===== src/rtl/ram_arbiter.sv =====
// Arbiter sharing a single-port debug RAM between the host bus and one internal
// requester. Host has priority; a starvation counter bounds the internal wait.
module ram_arbiter #(
  parameter int DATA_WIDTH   = 16,
  parameter int ADDR_WIDTH   = 5,
  parameter int STARVE_LIMIT = 4
) (
  input  logic                  clk_i,
  input  logic                  reset_i,
  input  logic                  host_req_i,
  input  logic                  host_we_i,
  input  logic [ADDR_WIDTH-1:0] host_addr_i,
  input  logic [DATA_WIDTH-1:0] host_data_i,
  output logic                  host_ack_o,
  output logic [DATA_WIDTH-1:0] host_data_o,
  input  logic                  int_req_i,
  input  logic                  int_we_i,
  input  logic [ADDR_WIDTH-1:0] int_addr_i,
  input  logic [DATA_WIDTH-1:0] int_data_i,
  output logic                  int_ack_o,
  output logic [DATA_WIDTH-1:0] int_data_o,
  output logic                  ram_rd_o,
  output logic                  ram_wr_o,
  output logic [ADDR_WIDTH-1:0] ram_addr_o,
  output logic [DATA_WIDTH-1:0] ram_data_o,
  input  logic [DATA_WIDTH-1:0] ram_data_i,
  output logic [1:0]            grant_o,
  output logic [1:0]            state_o,
  output logic [3:0]            starve_cnt_o
);

  typedef enum logic [1:0] {IDLE = 2'd0, ACCESS = 2'd1, DONE = 2'd2} state_t;

  localparam logic [3:0] LIMIT = 4'(STARVE_LIMIT);

  // Request/acknowledge contract: a requester holds req/we/addr/data stable
  // until it samples ack high; ack is a single-cycle pulse in DONE, and the
  // requester drops req (or presents a new access) on that same cycle.

  state_t                state_q, state_d;
  logic [3:0]            starve_q, starve_d;
  logic                  rd_q, rd_d, wr_q, wr_d;
  logic [ADDR_WIDTH-1:0] addr_q, addr_d;
  logic [DATA_WIDTH-1:0] wdata_q, wdata_d;
  logic [1:0]            grant_q, grant_d;
  logic                  host_ack_q, host_ack_d, int_ack_q, int_ack_d;
  logic [DATA_WIDTH-1:0] host_rdata_q, host_rdata_d, int_rdata_q, int_rdata_d;
  logic                  int_win, host_win;

  assign int_win  = int_req_i && (!host_req_i || starve_q == LIMIT);
  assign host_win = host_req_i && !int_win;

  always_comb begin
    state_d      = state_q;
    starve_d     = starve_q;
    rd_d         = 1'b0;
    wr_d         = 1'b0;
    addr_d       = addr_q;
    wdata_d      = wdata_q;
    grant_d      = grant_q;
    host_ack_d   = 1'b0;
    int_ack_d    = 1'b0;
    host_rdata_d = host_rdata_q;
    int_rdata_d  = int_rdata_q;
    case (state_q)
      IDLE: begin
        if (int_win) begin
          state_d  = ACCESS;
          grant_d  = 2'b10;
          rd_d     = !int_we_i;
          wr_d     = int_we_i;
          addr_d   = int_addr_i;
          wdata_d  = int_data_i;
          starve_d = 4'd0;
        end else if (host_win) begin
          state_d = ACCESS;
          grant_d = 2'b01;
          rd_d    = !host_we_i;
          wr_d    = host_we_i;
          addr_d  = host_addr_i;
          wdata_d = host_data_i;
          if (!int_req_i)
            starve_d = 4'd0;
          else if (starve_q < LIMIT)
            starve_d = starve_q + 4'd1;
        end else begin
          starve_d = 4'd0;
        end
      end
      ACCESS: begin
        state_d    = DONE;
        host_ack_d = grant_q[0];
        int_ack_d  = grant_q[1];
        // RAM read data is captured as the strobe cycle ends, so it is valid with ack.
        if (rd_q) begin
          if (grant_q[0]) host_rdata_d = ram_data_i;
          if (grant_q[1]) int_rdata_d  = ram_data_i;
        end
      end
      DONE: begin
        state_d = IDLE;
        grant_d = 2'b00;
      end
      default: begin
        state_d = IDLE;
        grant_d = 2'b00;
      end
    endcase
  end

  always_ff @(posedge clk_i or negedge reset_i) begin
    if (!reset_i) begin
      state_q      <= IDLE;
      starve_q     <= 4'd0;
      rd_q         <= 1'b0;
      wr_q         <= 1'b0;
      addr_q       <= '0;
      wdata_q      <= '0;
      grant_q      <= 2'b00;
      host_ack_q   <= 1'b0;
      int_ack_q    <= 1'b0;
      host_rdata_q <= '0;
      int_rdata_q  <= '0;
    end else begin
      state_q      <= state_d;
      starve_q     <= starve_d;
      rd_q         <= rd_d;
      wr_q         <= wr_d;
      addr_q       <= addr_d;
      wdata_q      <= wdata_d;
      grant_q      <= grant_d;
      host_ack_q   <= host_ack_d;
      int_ack_q    <= int_ack_d;
      host_rdata_q <= host_rdata_d;
      int_rdata_q  <= int_rdata_d;
    end
  end

  assign ram_rd_o     = rd_q;
  assign ram_wr_o     = wr_q;
  assign ram_addr_o   = addr_q;
  assign ram_data_o   = wdata_q;
  assign grant_o      = grant_q;
  assign host_ack_o   = host_ack_q;
  assign int_ack_o    = int_ack_q;
  assign host_data_o  = host_rdata_q;
  assign int_data_o   = int_rdata_q;
  assign state_o      = state_q;
  assign starve_cnt_o = starve_q;

endmodule


===== config.mk =====
export PLATFORM = sky130hd
export DESIGN_NAME = ram_arbiter
export DESIGN_NICKNAME = d
export VERILOG_FILES = /design/src/rtl/ram_arbiter.sv
export SDC_FILE = /design/constraint.sdc
export NUM_CORES = 1
export LEC_CHECK = 0
export CAP_MARGIN = 25
export CELL_PAD_IN_SITES_DETAIL_PLACEMENT = 0
export CELL_PAD_IN_SITES_GLOBAL_PLACEMENT = 1
export CORE_UTILIZATION = 34
export CTS_CLUSTER_SIZE = 28
export DETAILED_ROUTE_END_ITERATION = 8
export HOLD_SLACK_MARGIN = 0.08
export PLACE_DENSITY_LB_ADDON = 0.1
export REMOVE_ABC_BUFFERS = 1
export SKIP_CTS_REPAIR_TIMING = 1
export SLEW_MARGIN = 20
export SYNTH_ARGS = -nofsm -noshare
export SYNTH_HDL_FRONTEND = slang
export SYNTH_SLANG_ARGS = --single-unit

===== constraint.sdc =====
create_clock -name clk_i -period 3.8 [get_ports clk_i]
set_input_delay 1.14 -clock clk_i [delete_from_list [all_inputs] [get_ports clk_i]]
set_output_delay 1.14 -clock clk_i [all_outputs]
set_load 0.01 [all_outputs]

# After elaboration in Yosys (flattened, before gate mapping)
# Index checks and enable logic that the tools add are counted.
# op_classes
mux	21
add_sub_neg	1
reduce_logical	14
n_eq_ne	4
order_cmp	1
bitwise	1
# ops
cell	count
16-bit two-way mux	2
4-bit two-way mux	4
5-bit two-way mux	2
1-bit two-way mux	8
2-bit one-hot mux with 2 select lines	2
2-bit two-way mux	3
2-bit AND reduction	3
3-bit AND reduction	2
4-bit by 1-bit adder with 4-bit output (second input constant)	1
4-bit by 3-bit equality test with 1-bit output (second input constant)	1
1-bit logical NOT	4
4-bit by 3-bit < comparator with 1-bit output (second input constant)	1
4-bit by 3-bit != test with 1-bit output (second input constant)	1
3-bit != test (second input constant)	1
2-bit by 1-bit equality test with 1-bit output (second input constant)	1
1-bit logical AND	2
2-bit logical NOT	1
2-bit nonzero test	1
1-bit logical OR	1
1-bit NOT	1
# totals
out_inout_bits	65
register_bits	65
inputBits	64

# Depth between registers and ports, before layout
# depth
depth_word	8
ltp_mapped	6
depth_no_buf	6

# Worst setup path before layout
# OpenSTA, ideal clock, no wires.
# synth_path
kind	input to register
startpoint	input port int_req_i
endpoint	register wdata_q[0] (netlist: ram_data_o[0])
slack_ns	1.857
t_arrival_ns	1.853
stages	4
setup_ns	0.090
path_buffers	1
cell_sequence	o21ai_0 -> clkbuf_1 -> nand2_1 -> o221ai_1
# synth_between
elab_chain_len	5
elab_cells_between_ends	6
classes_between	mux (1); reduce/logical (5)
# synth_lines
element	line_no	text
start, declared	16	input logic int_req_i,
1-bit logical AND (*)	50	assign int_win = int_req_i && (!host_req_i || starve_q == LIMIT);
1-bit logical NOT	51	assign host_win = host_req_i && !int_win;
1-bit logical AND	51	
2-bit nonzero test (no source line)	--	
2-bit AND reduction (no source line)	--	
end signal, assigned	130	wdata_q <= wdata_d;
end, declared	44	logic [DATA_WIDTH-1:0] wdata_q, wdata_d;
# Every way passes the cells marked *; elsewhere a longest branch is shown, timed or not.
# A chain may end at the register's enable or synchronous reset.

# Worst setup path after layout
# layout_path
startpoint	register state_q[1] (netlist: state_o[1])
endpoint	output port state_o[1]
# layout_rtl
element	line_no	text
start, declared	40	state_t state_q, state_d;
start signal, assigned	125	state_q <= state_d;
end, declared	28	output logic [1:0] state_o,
# No word-level cell between the ends.

==> metrics.txt <==
# TYPE chip_impl_metric gauge
chip_impl_info{name="outcome",value="complete, no violations"} 1
chip_impl_metric{name="placement.setup.worst_slack",unit="ns"} 1.097
chip_impl_metric{name="post_synthesis_cells",unit=""} 235
chip_impl_info{name="cpLargestDelayFamily",value="buffers and inverters"} 1
chip_impl_info{name="rsz_0062_raised_after_global_routing",value="no"} 1
chip_impl_metric{name="cts_inserted_buffers",unit=""} 9
chip_impl_metric{name="cpPeakStageDelay",unit="ns"} 0.60
chip_impl_metric{name="numClockSinks",unit=""} 65
chip_impl_metric{name="insertion_delay",unit="ns"} 0.32
chip_impl_metric{name="setup-violations-final",unit=""} 0
chip_impl_metric{name="yosysSeqAreaShare",unit=""} 0.5712
chip_impl_metric{name="rows",unit=""} 33
chip_impl_metric{name="combinationalPowerShare",unit=""} 0.476
chip_impl_metric{name="grt_start_max_net_pins",unit=""} 50
chip_impl_metric{name="total_leakage_power",unit="uW"} 0.001963
chip_impl_metric{name="synth.cell_area",unit="um2"} 2848
chip_impl_metric{name="yosysUniqueCellTypes",unit=""} 28
chip_impl_metric{name="p_per_area",unit="nW/um2"} 776.9
chip_impl_metric{name="wire_length_of_the_first_global_routing_pass",unit="um"} 11410
chip_impl_metric{name="pwr-share-clk",unit=""} 0.170
chip_impl_metric{name="slew_headroom",unit=""} 0.6730
chip_impl_metric{name="fmaxAchievable",unit="GHz"} 0.3893
chip_impl_metric{name="buffer_levels_on_the_longest_clock_path",unit=""} 2
chip_impl_metric{name="timing.reg2reg.setup_slack",unit="ns"} 2.02
chip_impl_metric{name="cp_data_required_time",unit="ns"} 2.66
chip_impl_metric{name="ys_async_sr_fraction",unit=""} 1.000
chip_impl_metric{name="core",unit="um2"} 8175
chip_impl_metric{name="first_pass_iters",unit=""} 6
chip_impl_info{name="clock_tree.root_cell",value="sky130_fd_sc_hd__clkbuf_8"} 1
chip_impl_metric{name="cp_data_arrival_time",unit="ns"} 1.43
chip_impl_metric{name="count_of_inserted_antenna_diode_cells",unit=""} 0
chip_impl_metric{name="fp.dieW",unit="um"} 93.52
chip_impl_info{name="crit_path_top_delay_cell",value="sky130_fd_sc_hd__clkdlybuf4s50_1"} 1
chip_impl_metric{name="place_area",unit="um2"} 4223
chip_impl_metric{name="finalCritPeriodShare",unit=""} 0.6759
chip_impl_metric{name="slew_violations",unit=""} 0
chip_impl_metric{name="worst-path-max-fanout",unit=""} 5
chip_impl_metric{name="totalWireLength",unit="um"} 7118
chip_impl_metric{name="count_of_buffering_cells_on_the_critical_path_with_inverters_included",unit=""} 1
chip_impl_metric{name="start_util",unit=""} 0.3483
chip_impl_metric{name="cts_htree_levels",unit=""} 3
chip_impl_metric{name="syn_area_per_cell",unit="um2"} 12.12
chip_impl_metric{name="grt_antenna_before_repair",unit=""} 0
chip_impl_metric{name="port_buffers",unit=""} 128
chip_impl_metric{name="sw_frac_of_total",unit=""} 0.3228
chip_impl_metric{name="ys_seq_elements",unit=""} 65
chip_impl_info{name="critical_path_sink_type",value="output port"} 1
chip_impl_metric{name="dpl.hpwl",unit="um"} 4829
chip_impl_metric{name="synth-warning-count",unit=""} 0
chip_impl_metric{name="num-nets-final",unit=""} 433
chip_impl_metric{name="drt.antenna.violating_nets",unit=""} 0
chip_impl_metric{name="layout-drive-gt1-share",unit=""} 0.1671
chip_impl_metric{name="finish.instance_area",unit="um2"} 4419
chip_impl_info{name="synthDominantAreaCellType",value="sky130_fd_sc_hd__dfrtp_1"} 1
chip_impl_info{name="ys_top_cells_by_area",value="sky130_fd_sc_hd__dfrtp_1 57%, sky130_fd_sc_hd__mux2_4 11%, sky130_fd_sc_hd__nand2_1 8.6%, sky130_fd_sc_hd__o221ai_1 6.5%, sky130_fd_sc_hd__mux2_2 5.1%"} 1
chip_impl_metric{name="p_sw",unit="uW"} 1108
chip_impl_metric{name="die_h",unit="um"} 93.52
chip_impl_metric{name="totalNegativeSetupSlack",unit="ns"} 0
chip_impl_metric{name="flow.area_growth_from_synthesis",unit="%"} 55.18
chip_impl_metric{name="edff_count_synth",unit=""} 0
chip_impl_metric{name="power.internal",unit="uW"} 2325
chip_impl_metric{name="place.gp.congestion",unit=""} 0.6898
chip_impl_metric{name="wire_per_inst",unit="um"} 14.95
chip_impl_metric{name="max_cap_viols",unit=""} 0
chip_impl_metric{name="final-hold-violation-count",unit=""} 0
chip_impl_metric{name="path_clk_slew",unit="ns"} 0.07
chip_impl_metric{name="avgViaCountPerCell",unit=""} 4.739
chip_impl_metric{name="final_period_minus_worst_setup_slack",unit="ns"} 2.568
chip_impl_metric{name="dr.first_iter.drc_count",unit=""} 42
chip_impl_metric{name="vdd.ir_drop.worst",unit="mV"} 0.2998
chip_impl_metric{name="tightestPinTransition",unit="ns"} 0.4837
chip_impl_info{name="worst_setup_path_start_kind",value="register"} 1
chip_impl_metric{name="floorplan.io_pins",unit=""} 129
chip_impl_info{name="cp_cell_sequence",value="clkdlybuf4s50_1"} 1
chip_impl_metric{name="synth_top_area_share",unit=""} 0.5712
chip_impl_metric{name="vias_in_the_first_global_route",unit=""} 2260
chip_impl_metric{name="finalClockSkew",unit="ns"} 0.006810
chip_impl_metric{name="globalRouteOverflowTotal",unit=""} 0
chip_impl_info{name="tritoncts",value="yes"} 1
chip_impl_metric{name="seqPwrFrac",unit=""} 0.354
chip_impl_metric{name="total_power",unit="uW"} 3433
chip_impl_metric{name="drt_drc_violations_left",unit=""} 0
chip_impl_info{name="synth-main-ff-cell",value="sky130_fd_sc_hd__dfrtp_1"} 1
chip_impl_metric{name="num_vias",unit=""} 2256
chip_impl_metric{name="dieArea",unit="um2"} 8746
chip_impl_info{name="netlist_top_cells_count",value="65 x sky130_fd_sc_hd__dfrtp_1, 65 x sky130_fd_sc_hd__nand2_1, 21 x sky130_fd_sc_hd__o221ai_1"} 1
chip_impl_metric{name="finalHoldWorstSlack",unit="ns"} 0.4836
chip_impl_metric{name="grt_util_all_layers",unit=""} 0.1698
chip_impl_metric{name="finalWorstSetupSlack",unit="ns"} 1.232
chip_impl_info{name="type_of_the_worst_setup_path",value="reg -> out"} 1
chip_impl_info{name="type_of_the_tightest_min_delay_check",value="reg -> reg"} 1
[logic make-up (layout without fill, tap and decap cells)]
group / count (synthesis) / in the layout / synth area share
AO/OA/AOI/OAI: 34 / 34 / 0.09622
adder cells (fa/ha/maj): 2 / 2 / 0.008786
buffers and inverters: 18 / 154 / 0.03779
flip-flops: 65 / 65 / 0.5712
multiplexers: 33 / 33 / 0.1569
AND/OR/NAND/NOR: 83 / 83 / 0.1292
[per-layer routing]
layer | track usage | share of wire | up-vias
met5 | 0 | 0 | -
met4 | 0.06154 | 0.0067 | 0
met3 | 0.05935 | 0.087 | 4
met2 | 0.2555 | 0.45 | 83
met1 | 0.2252 | 0.46 | 1084
li1 | - | - | 1085
[registers in the layout (all words and copies together), names as in the netlist]
name / count
ram_data_o: 16
host_data_o: 16
ram_addr_o: 5
starve_cnt_o: 4
grant_o: 2
ram_rd_o: 1
int_ack_o: 1
int_data_o: 16
host_ack_o: 1
state_o: 2
ram_wr_o: 1
[area by class of cell]
class                      count  area, um2
clock buffer                  13      158.9
clock inverter                 2      37.54
fill                         754       3756
inverter                       5      18.77
multi-input combinational    152       1125
sequential                    65       1627
tap                          105      131.4
timing repair buffer         134       1321
[power groups by stage]
stage	Clock (uW)	Sequential [uW]	Combinational [uW]
after CTS	609	1220	1650
after global placement	0	1210	1640
final	584	1220	1630
after floorplan	0	1360	613
after global routing	644	1260	1770
after detailed placement	0	1220	1650
[placed cells by master, fill, tap and decap left out, types with 2 or more instances in the layout]
cell type,count
sky130_fd_sc_hd__dfrtp_1,65
sky130_fd_sc_hd__nor2_1,5
sky130_fd_sc_hd__nand2_1,65
sky130_fd_sc_hd__clkbuf_1,2
sky130_fd_sc_hd__mux2_2,13
sky130_fd_sc_hd__o221ai_1,21
sky130_fd_sc_hd__clkdlybuf4s50_1,127
sky130_fd_sc_hd__inv_1,5
sky130_fd_sc_hd__o21ai_2,2
sky130_fd_sc_hd__and2_4,2
sky130_fd_sc_hd__o21ai_0,3
sky130_fd_sc_hd__clkbuf_8,11
sky130_fd_sc_hd__buf_4,6
sky130_fd_sc_hd__ha_1,2
sky130_fd_sc_hd__mux2_4,20
sky130_fd_sc_hd__a22o_1,2
sky130_fd_sc_hd__a21boi_0,2
sky130_fd_sc_hd__nand2_4,2
sky130_fd_sc_hd__nor3_1,2
[final timing paths]
kind	startpoint	end	cells past startpoint
min	ram_addr_o[2]$_DFFE_PN0P_	ram_addr_o[2]$_DFFE_PN0P_	2
max in group asynchronous	reset_i	ram_data_o[4]$_DFFE_PN0P_	2
max	state_o[1]$_DFFE_PN0N_	state_o[1]	1
min in group asynchronous	reset_i	int_data_o[9]$_DFFE_PN0P_	1
max reg2reg	state_o[0]$_DFFE_PN0N_	starve_cnt_o[0]$_DFFE_PN0P_	4
min reg2reg	ram_addr_o[2]$_DFFE_PN0P_	ram_addr_o[2]$_DFFE_PN0P_	2
[per-stage QoR]
step	util	instances
CTS	0.5406	476
floorplan	-	222
global route	0.5406	476
detailed placement	0.5165	461
global placement	0.5165	461
finish	0.5406	476
No activity file was read; power rests on OpenSTA's default activity.
